==> config.mk <==
export PLATFORM = sky130hd
export DESIGN_NAME = cdb_arbiter_flat
export DESIGN_NICKNAME = d
export VERILOG_FILES = /design/src/rtl/cdb_arbiter_if.sv /design/src/rtl/cdb_arbiter.sv /design/src/flat_wrapper.sv
export SDC_FILE = /design/constraint.sdc
export NUM_CORES = 1
export LEC_CHECK = 0
export ABC_CLOCK_PERIOD_IN_PS = 4450
export BUFFER_PORTS_ARGS = -buffer_cell sky130_fd_sc_hd__buf_2
export CAP_MARGIN = 20
export CORE_MARGIN = 1
export CORE_UTILIZATION = 40
export CTS_BUF_LIST = sky130_fd_sc_hd__clkbuf_16
export CTS_CLUSTER_DIAMETER = 100
export CTS_CLUSTER_SIZE = 8
export DETAILED_ROUTE_END_ITERATION = 6
export PLACE_DENSITY_LB_ADDON = 0.12
export SLEW_MARGIN = 40
export SYNTH_ARGS = -nofsm -noshare
export SYNTH_HDL_FRONTEND = slang
export SYNTH_SLANG_ARGS = --single-unit
==> constraint.sdc <==
create_clock -name clk_in -period 4.45 [get_ports clk_in]
set_input_delay 0.89 -clock clk_in [delete_from_list [all_inputs] [get_ports clk_in]]
set_output_delay 0.89 -clock clk_in [all_outputs]
set_load 0.02 [all_outputs]
==> src/rtl/cdb_arbiter_if.sv <==
// cdb_arbiter_if: producer-side result channels and the common data bus broadcast.
//   src_en / src_ROB_index / src_value / src_next_pc : per-source results, source k
//                                                      packed at [k*W +: W]
//   src_ready                                        : per-source buffer not full
//   CDB_en / CDB_ROB_index / CDB_value / CDB_next_pc / CDB_src : broadcast
//   master = producers and CDB consumers, slave = arbiter
interface cdb_arbiter_if #(
  parameter int unsigned ROB_WIDTH  = 4,
  parameter int unsigned ADDR_WIDTH = 32,
  parameter int unsigned NUM_SRC    = 2,
  parameter int unsigned SRC_WIDTH  = 1
);
  logic [NUM_SRC-1:0]            src_en;
  logic [NUM_SRC*ROB_WIDTH-1:0]  src_ROB_index;
  logic [NUM_SRC*32-1:0]         src_value;
  logic [NUM_SRC*ADDR_WIDTH-1:0] src_next_pc;
  logic [NUM_SRC-1:0]            src_ready;
  logic                          CDB_en;
  logic [ROB_WIDTH-1:0]          CDB_ROB_index;
  logic [31:0]                   CDB_value;
  logic [ADDR_WIDTH-1:0]         CDB_next_pc;
  logic [SRC_WIDTH-1:0]          CDB_src;

  modport master (
    output src_en, src_ROB_index, src_value, src_next_pc,
    input  src_ready, CDB_en, CDB_ROB_index, CDB_value, CDB_next_pc, CDB_src
  );

  modport slave (
    input  src_en, src_ROB_index, src_value, src_next_pc,
    output src_ready, CDB_en, CDB_ROB_index, CDB_value, CDB_next_pc, CDB_src
  );
endinterface

==> src/rtl/cdb_arbiter.sv <==
// cdb_arbiter: buffers results from NUM_SRC producers in per-source FIFOs and
// broadcasts at most one per cycle on the CDB, round-robin between sources.
//   clk_in   : clock, rising edge
//   rst_in   : asynchronous active-low reset
//   rdy_in   : global ready, 0 pauses enqueue, dequeue and arbitration
//   clear_in : synchronous flush of every buffer and the round-robin pointer
//   bus      : producer channels in, src_ready and CDB broadcast out
module cdb_arbiter #(
  parameter int unsigned ROB_WIDTH  = 4,
  parameter int unsigned ADDR_WIDTH = 32,
  parameter int unsigned NUM_SRC    = 2,
  parameter int unsigned FIFO_DEPTH = 4,
  parameter int unsigned SRC_WIDTH  = 1
) (
  input  logic         clk_in,
  input  logic         rst_in,
  input  logic         rdy_in,
  input  logic         clear_in,
  cdb_arbiter_if.slave bus
);
  localparam int unsigned PTR_W = $clog2(FIFO_DEPTH);
  localparam int unsigned CNT_W = PTR_W + 1;
  localparam int unsigned SUM_W = SRC_WIDTH + 1;
  localparam int unsigned VAL_W = 32;

  logic [CNT_W-1:0]      count_q   [NUM_SRC];
  logic [CNT_W-1:0]      count_d   [NUM_SRC];
  logic [PTR_W-1:0]      wr_ptr_q  [NUM_SRC];
  logic [PTR_W-1:0]      wr_ptr_d  [NUM_SRC];
  logic [PTR_W-1:0]      rd_ptr_q  [NUM_SRC];
  logic [PTR_W-1:0]      rd_ptr_d  [NUM_SRC];
  logic [ROB_WIDTH-1:0]  tag_mem_q [NUM_SRC][FIFO_DEPTH];
  logic [ROB_WIDTH-1:0]  tag_mem_d [NUM_SRC][FIFO_DEPTH];
  logic [VAL_W-1:0]      val_mem_q [NUM_SRC][FIFO_DEPTH];
  logic [VAL_W-1:0]      val_mem_d [NUM_SRC][FIFO_DEPTH];
  logic [ADDR_WIDTH-1:0] pc_mem_q  [NUM_SRC][FIFO_DEPTH];
  logic [ADDR_WIDTH-1:0] pc_mem_d  [NUM_SRC][FIFO_DEPTH];

  logic [SRC_WIDTH-1:0]  rr_ptr_q, rr_ptr_d;
  logic [NUM_SRC-1:0]    src_ready_q, src_ready_d;
  logic                  cdb_en_q, cdb_en_d;
  logic [ROB_WIDTH-1:0]  cdb_tag_q, cdb_tag_d;
  logic [VAL_W-1:0]      cdb_val_q, cdb_val_d;
  logic [ADDR_WIDTH-1:0] cdb_pc_q, cdb_pc_d;
  logic [SRC_WIDTH-1:0]  cdb_src_q, cdb_src_d;

  logic                  grant_vld_c;
  logic [SRC_WIDTH-1:0]  grant_idx_c;
  logic [NUM_SRC-1:0]    enq_c, deq_c;

  // First non-empty FIFO scanning upward from rr_ptr, wrapping at NUM_SRC.
  always_comb begin : rr_pick
    logic [SUM_W-1:0] cand;
    grant_vld_c = 1'b0;
    grant_idx_c = '0;
    cand        = '0;
    for (int unsigned i = 0; i < NUM_SRC; i++) begin
      cand = SUM_W'(rr_ptr_q) + SUM_W'(i);
      if (cand >= SUM_W'(NUM_SRC)) cand = cand - SUM_W'(NUM_SRC);
      if (!grant_vld_c && (count_q[cand[SRC_WIDTH-1:0]] != '0)) begin
        grant_vld_c = 1'b1;
        grant_idx_c = cand[SRC_WIDTH-1:0];
      end
    end
  end

  // FIFO updates, broadcast load and round-robin advance.
  always_comb begin : next_state
    count_d     = count_q;
    wr_ptr_d    = wr_ptr_q;
    rd_ptr_d    = rd_ptr_q;
    tag_mem_d   = tag_mem_q;
    val_mem_d   = val_mem_q;
    pc_mem_d    = pc_mem_q;
    rr_ptr_d    = rr_ptr_q;
    cdb_en_d    = 1'b0;
    cdb_tag_d   = cdb_tag_q;
    cdb_val_d   = cdb_val_q;
    cdb_pc_d    = cdb_pc_q;
    cdb_src_d   = cdb_src_q;
    enq_c       = '0;
    deq_c       = '0;
    src_ready_d = '1;

    if (clear_in) begin
      for (int unsigned k = 0; k < NUM_SRC; k++) begin
        count_d[k]  = '0;
        wr_ptr_d[k] = '0;
        rd_ptr_d[k] = '0;
      end
      rr_ptr_d = '0;
    end else if (rdy_in) begin
      for (int unsigned k = 0; k < NUM_SRC; k++) begin
        // Readiness comes from the registered count only, so a full FIFO
        // refuses input even on the cycle it is being dequeued.
        enq_c[k] = bus.src_en[k] & src_ready_q[k];
        deq_c[k] = grant_vld_c && (grant_idx_c == SRC_WIDTH'(k));
        if (enq_c[k]) begin
          tag_mem_d[k][wr_ptr_q[k]] = bus.src_ROB_index[k*ROB_WIDTH +: ROB_WIDTH];
          val_mem_d[k][wr_ptr_q[k]] = bus.src_value[k*VAL_W +: VAL_W];
          pc_mem_d[k][wr_ptr_q[k]]  = bus.src_next_pc[k*ADDR_WIDTH +: ADDR_WIDTH];
          wr_ptr_d[k] = wr_ptr_q[k] + PTR_W'(1);
        end
        if (deq_c[k]) rd_ptr_d[k] = rd_ptr_q[k] + PTR_W'(1);
        count_d[k] = count_q[k] + CNT_W'(enq_c[k]) - CNT_W'(deq_c[k]);
      end
      if (grant_vld_c) begin
        cdb_en_d  = 1'b1;
        cdb_tag_d = tag_mem_q[grant_idx_c][rd_ptr_q[grant_idx_c]];
        cdb_val_d = val_mem_q[grant_idx_c][rd_ptr_q[grant_idx_c]];
        cdb_pc_d  = pc_mem_q[grant_idx_c][rd_ptr_q[grant_idx_c]];
        cdb_src_d = grant_idx_c;
        rr_ptr_d  = (grant_idx_c == SRC_WIDTH'(NUM_SRC - 1)) ? '0
                                                             : grant_idx_c + SRC_WIDTH'(1);
      end
    end

    for (int unsigned k = 0; k < NUM_SRC; k++) begin
      src_ready_d[k] = (count_d[k] < CNT_W'(FIFO_DEPTH));
    end
  end

  // Control and output registers.
  always_ff @(posedge clk_in or negedge rst_in) begin : ctrl_regs
    if (!rst_in) begin
      for (int unsigned k = 0; k < NUM_SRC; k++) begin
        count_q[k]  <= '0;
        wr_ptr_q[k] <= '0;
        rd_ptr_q[k] <= '0;
      end
      rr_ptr_q    <= '0;
      src_ready_q <= '1;
      cdb_en_q    <= 1'b0;
      cdb_tag_q   <= '0;
      cdb_val_q   <= '0;
      cdb_pc_q    <= '0;
      cdb_src_q   <= '0;
    end else begin
      count_q     <= count_d;
      wr_ptr_q    <= wr_ptr_d;
      rd_ptr_q    <= rd_ptr_d;
      rr_ptr_q    <= rr_ptr_d;
      src_ready_q <= src_ready_d;
      cdb_en_q    <= cdb_en_d;
      cdb_tag_q   <= cdb_tag_d;
      cdb_val_q   <= cdb_val_d;
      cdb_pc_q    <= cdb_pc_d;
      cdb_src_q   <= cdb_src_d;
    end
  end

  // Payload storage; validity is tracked by the counts, so no reset needed.
  always_ff @(posedge clk_in) begin : storage
    tag_mem_q <= tag_mem_d;
    val_mem_q <= val_mem_d;
    pc_mem_q  <= pc_mem_d;
  end

  assign bus.src_ready     = src_ready_q;
  assign bus.CDB_en        = cdb_en_q;
  assign bus.CDB_ROB_index = cdb_tag_q;
  assign bus.CDB_value     = cdb_val_q;
  assign bus.CDB_next_pc   = cdb_pc_q;
  assign bus.CDB_src       = cdb_src_q;
endmodule

==> src/flat_wrapper.sv <==
// flat-port wrapper written by rule: the top's interface ports become plain ports
module cdb_arbiter_flat 
#(
  parameter int unsigned ROB_WIDTH  = 4,
  parameter int unsigned ADDR_WIDTH = 32,
  parameter int unsigned NUM_SRC    = 2,
  parameter int unsigned FIFO_DEPTH = 4,
  parameter int unsigned SRC_WIDTH  = 1
)
  (clk_in, rst_in, rdy_in, clear_in, bus_src_en, bus_src_ROB_index, bus_src_value, bus_src_next_pc, bus_src_ready, bus_CDB_en, bus_CDB_ROB_index, bus_CDB_value, bus_CDB_next_pc, bus_CDB_src);
  cdb_arbiter_if #(.ROB_WIDTH(ROB_WIDTH), .ADDR_WIDTH(ADDR_WIDTH), .NUM_SRC(NUM_SRC), .SRC_WIDTH(SRC_WIDTH)) bus_i ();
  input  logic clk_in;
  input  logic rst_in;
  input  logic rdy_in;
  input  logic clear_in;
  input wire logic [$bits(bus_i.src_en)-1:0] bus_src_en;
  input wire logic [$bits(bus_i.src_ROB_index)-1:0] bus_src_ROB_index;
  input wire logic [$bits(bus_i.src_value)-1:0] bus_src_value;
  input wire logic [$bits(bus_i.src_next_pc)-1:0] bus_src_next_pc;
  output wire logic [$bits(bus_i.src_ready)-1:0] bus_src_ready;
  output wire logic [$bits(bus_i.CDB_en)-1:0] bus_CDB_en;
  output wire logic [$bits(bus_i.CDB_ROB_index)-1:0] bus_CDB_ROB_index;
  output wire logic [$bits(bus_i.CDB_value)-1:0] bus_CDB_value;
  output wire logic [$bits(bus_i.CDB_next_pc)-1:0] bus_CDB_next_pc;
  output wire logic [$bits(bus_i.CDB_src)-1:0] bus_CDB_src;
  assign bus_i.src_en = bus_src_en;
  assign bus_i.src_ROB_index = bus_src_ROB_index;
  assign bus_i.src_value = bus_src_value;
  assign bus_i.src_next_pc = bus_src_next_pc;
  assign bus_src_ready = bus_i.src_ready;
  assign bus_CDB_en = bus_i.CDB_en;
  assign bus_CDB_ROB_index = bus_i.CDB_ROB_index;
  assign bus_CDB_value = bus_i.CDB_value;
  assign bus_CDB_next_pc = bus_i.CDB_next_pc;
  assign bus_CDB_src = bus_i.CDB_src;
  cdb_arbiter #(.ROB_WIDTH(ROB_WIDTH), .ADDR_WIDTH(ADDR_WIDTH), .NUM_SRC(NUM_SRC), .FIFO_DEPTH(FIFO_DEPTH), .SRC_WIDTH(SRC_WIDTH)) u_core (.clk_in(clk_in), .rst_in(rst_in), .rdy_in(rdy_in), .clear_in(clear_in), .bus(bus_i));
endmodule
==> Implementation_results.wiki <==
{| class="wikitable"
! Metric !! Value
|-
| Number of optimization iterations in the first detailed-route pass || 5
|-
| Area of the multi-input gates || around 6400 um^2
|-
| Arrival time worst endpoint || 3.41 ns
|-
| Worst slack on hold paths || 0.3348 ns
|-
| Unrepaired setup endpoints after global routing || false
|-
| Clk Tree Root Cell || sky130_fd_sc_hd__clkbuf_16
|-
| Max FO, Critical Path || 6
|-
| Final Net Count || around 1900
|-
| Final Slew Violations || 0
|-
| Sequence of cells on the critical path || or3_1 -> a21oi_1 -> ha_1 -> inv_1 -> ha_1 -> inv_1 -> fa_1 -> xor2_1 -> nand2_1 -> xor2_1 -> or2_2
|-
| Pin count of the biggest net entering global routing || approximately 140
|-
| CP delay by family, top || simple AND/OR/NAND/NOR gates
|-
| Count of cells along the worst register-to-register path || 11
|-
| Kind of start point of the critical path || flop
|-
| Aggregate negative setup slack || 0 ns
|-
| Clock transition at the registers of the reported paths || 0.05 ns
|-
| Post-placement cell count || 2485
|-
| Fin crit share || between 60% and 70%
|-
| Areal power density over the cells || 602.3 nW/um^2
|-
| Vertical die dimension || 253.6 um
|-
| Synth cell types || 41
|-
| Number of gates resized after CTS || 0
|-
| Post-Synthesis Cell Area || 25310 um^2
|-
| IO Count || about 210
|-
| Global-route wire length before repair || ~90 mm
|-
| TritonCTS buffer count || between 80 and 90
|-
| WL per Instance || about 23 um
|-
| Initial antenna violation count || 18
|-
| Remaining routing DRC violations || 0
|-
| Fraction of registers with async set or reset after synthesis || approximately 14%
|-
| Placement Setup Slack || between 1 and 1.5 ns
|-
| TritonCTS clock tree || yes
|-
| Sink count of the clock tree || 631
|-
| Routed via count || between 10000 and 15000
|-
| Synthesized netlist cell count || 1498
|-
| Transition at the pin with the smallest max-transition slack || approximately 0.80 ns
|-
| Min Clock Period, post-route || between 2 and 3 ns
|-
| H-tree depth reported by CTS || 3
|-
| Worst path setup slack after routing || ~1.6 ns
|-
| Critical path required time || between 4 and 5 ns
|-
| Crit Reg-Reg Endpoint || u_core.bus.src_ready[0]$_DFF_PN1_
|-
| Max_slew headroom || between 40% and 50%
|-
| Post-synth net total || approximately 1700
|-
| Setup crit end kind || flop
|-
| Sum of internal, switching and leakage power || between 15 and 20 mW
|-
| Total wirelength of the detailed-routed design || between 60 and 70 mm
|-
| Effective utilization at floorplan || 40.72%
|-
| Area growth, synth to finish || 19.11%
|-
| Number of flops mapped to enable cells by yosys || roughly 540
|-
| Startpoint of the lowest-slack register-to-register path || u_core.count_q[2]$_DFF_PN0_
|-
| Number of antenna-violating nets in the routed design || 0
|-
| Fmax || approximately 350 MHz
|-
| Final setup viols || 0
|-
| Vias per Instance || 5.094
|-
| Critical path start-end classification || reg2reg
|-
| MaxCap Viol Count || 0
|-
| Share of the yosys chip area belonging to registers || between 70 and 80%
|-
| Horiz. Die Dim || about 250 um
|-
| Fill count || ~5400
|-
| Crit path buffers/inverters || 2
|-
| Outcome || complete, no violations
|-
| Maximum buffer depth of the clock tree || 3
|-
| Final instance count without filler cells || ~2700
|-
| Port buffer count || 213
|-
| Footprint of the flip-flops and latches || around 19000 um^2
|-
| HPWL after DPL || 36.05 mm
|-
| Core Box Area || just over 60000 um^2
|-
| Post-CTS setup buffers || 0
|-
| Die area || approximately 64000 um^2
|-
| Final hold violation count || 0
|-
| Max rail drop VDD || 0.4662 mV
|-
| Source-to-sink clock delay at the later pin of the worst-skew pair || between 0.6 and 0.7 ns
|-
| Num rows || 91
|-
| Total congestion overflow || 0
|-
| All-Layer GR Usage || between 10% and 20%
|-
| Register bit total from synthesis || 631
|-
| Number of violations reported at the end of detailed-routing iteration 0 || slightly above 700
|-
| Number of global-route vias before repair || roughly 14000
|-
| Mean cell area of the mapped netlist || ~17 um^2
|-
| Most used DFF post-synth || sky130_fd_sc_hd__edfxtp_1
|-
| Hold_buf cts || 0
|-
| Final weighted congestion in routability-driven placement || 0.7373
|-
| CP max stage delay || 0.53 ns
|-
| Worst hold path class || in2async
|-
| Slack of the worst reg-to-reg path || 1.58 ns
|-
| Largest clock skew in the final design || ~0.018 ns
|-
| Share of layout cells above drive strength 1 || 28.32%
|-
| Highest-delay cell along the critical path || sky130_fd_sc_hd__or3_1
|-
| Leakage Power || 10.85 nW
|-
| Synthesis warning total || 0
|}
[final cells by class]
type / count / area share (%)
clock inverters: 66 / 1.021
repair buffers: 243 / 5.184
multi-input cells: 764 / 21.09
clock buffers: 91 / 7.553
diodes: 6 / 0.04980
flip-flops and latches: 631 / 61.47
inverters: 13 / 0.1619
well taps: 837 / 3.474
[worst max-delay path by stage]
stage	startpoint	endpoint	slack (ns)	cells after the start
finish	u_core.count_q[2]$_DFF_PN0_	u_core.bus.src_ready[0]$_DFF_PN1_	1.58	11
global route	u_core.count_q[2]$_DFF_PN0_	u_core.bus.src_ready[0]$_DFF_PN1_	1.44	11
CTS	u_core.count_q[2]$_DFF_PN0_	u_core.bus.src_ready[0]$_DFF_PN1_	1.55	11
detailed placement	rdy_in	u_core.val_mem_q[77]$_DFFE_PP_	1.42	5
global placement	rdy_in	u_core.val_mem_q[77]$_DFFE_PP_	1.44	5
floorplan	clear_in	u_core.pc_mem_q[0]$_DFFE_PP_	0.76	4
[metal layers]
layer  vias to the layer above  part of all wire, %  global-route usage [%]
li1                       6235                    -                       -
met1                      6867                   45                   24.95
met2                       287                   49                   31.50
met3                        97                  4.9                   4.251
met4                        18                  1.6                   6.130
met5                         -                 0.19                       0
[power breakdown]
group	internal [mW]	switching, mW	total, mW
combinational	2.06	2.68	4.74
sequential	6.93	0.417	7.34
clock	3.65	2.42	6.07
total	12.6	5.52	18.2
[worst register-to-register path, stage by stage, from the launching register on]
cell,delay [ns]
sky130_fd_sc_hd__dfrtp_1,0.40
sky130_fd_sc_hd__or3_1,0.53
sky130_fd_sc_hd__a21oi_1,0.29
sky130_fd_sc_hd__ha_1,0.27
sky130_fd_sc_hd__inv_1,0.05
sky130_fd_sc_hd__ha_1,0.13
sky130_fd_sc_hd__inv_1,0.05
sky130_fd_sc_hd__fa_1,0.39
sky130_fd_sc_hd__xor2_1,0.14
sky130_fd_sc_hd__nand2_1,0.08
sky130_fd_sc_hd__xor2_1,0.16
sky130_fd_sc_hd__or2_2,0.27
[cell usage in the layout, fill, tap and decap left out, drive strengths merged, types with 3 or more instances in the layout]
master and instances:
and3 8, buf 243, clkbuf 91, dfrtp 85, diode 6, edfxtp 544, ha 12, inv 77
mux2 155, mux2i 258, nand2 131, nor2 94, o21ai 3, o221ai 68, xnor2 3, xor2 7
[sequential cells by signal, indices dropped and copies added (netlist names)]
| signal | flops |
|---|---|
| u_core.bus.CDB_en | 1 |
| u_core.count_q | 6 |
| u_core.tag_mem_q | 32 |
| u_core.pc_mem_q | 256 |
| u_core.wr_ptr_q | 4 |
| u_core.val_mem_q | 256 |
| u_core.bus.CDB_value | 32 |
| u_core.bus.CDB_src | 1 |
| u_core.bus.CDB_next_pc | 32 |
| u_core.rd_ptr_q | 4 |
| u_core.rr_ptr_q | 1 |
| u_core.bus.CDB_ROB_index | 4 |
| u_core.bus.src_ready | 2 |
[synthesized netlist by cell type, types with 3 or more instances]
cell type / number / share of area, %
sky130_fd_sc_hd__buf_2: 48 / 0.95
sky130_fd_sc_hd__inv_1: 12 / 0.18
sky130_fd_sc_hd__mux2_1: 4 / 0.18
sky130_fd_sc_hd__buf_4: 3 / 0.089
sky130_fd_sc_hd__nor2_1: 94 / 1.4
sky130_fd_sc_hd__o221ai_1: 68 / 2.4
sky130_fd_sc_hd__xor2_1: 7 / 0.24
sky130_fd_sc_hd__mux2i_1: 258 / 10
sky130_fd_sc_hd__buf_6: 6 / 0.27
sky130_fd_sc_hd__nand2_1: 131 / 1.9
sky130_fd_sc_hd__edfxtp_1: 544 / 65
sky130_fd_sc_hd__ha_1: 12 / 0.59
sky130_fd_sc_hd__dfrtp_1: 85 / 8.4
sky130_fd_sc_hd__and3_1: 8 / 0.20
sky130_fd_sc_hd__mux2_2: 151 / 6.7
sky130_fd_sc_hd__clkbuf_1: 31 / 0.46
sky130_fd_sc_hd__xnor2_1: 3 / 0.10
[logic make-up (layout without fill, tap and decap cells)]
| kind of cell | after synthesis | in the layout | synth area share (%) |
|---|---|---|---|
| flops | 631 | 631 | 73.15 |
| mux | 413 | 413 | 17.10 |
| compound gates | 81 | 81 | 2.783 |
| buf+inv | 103 | 413 | 1.987 |
| fa+ha+maj | 14 | 14 | 0.7513 |
| simple gates | 246 | 246 | 3.885 |
| xor+xnor | 10 | 10 | 0.3460 |
| other cells | 0 | 6 | 0 |
[through the flow]
step                      cell area, um^2  utilization [%]
after floorplan                     25310                -
after CTS                           30070            48.36
after global routing                30140            48.49
after global placement              27400            44.08
after detailed placement            27480            44.20
final                               30150            48.49
No activity file was read; power rests on OpenSTA's default activity.
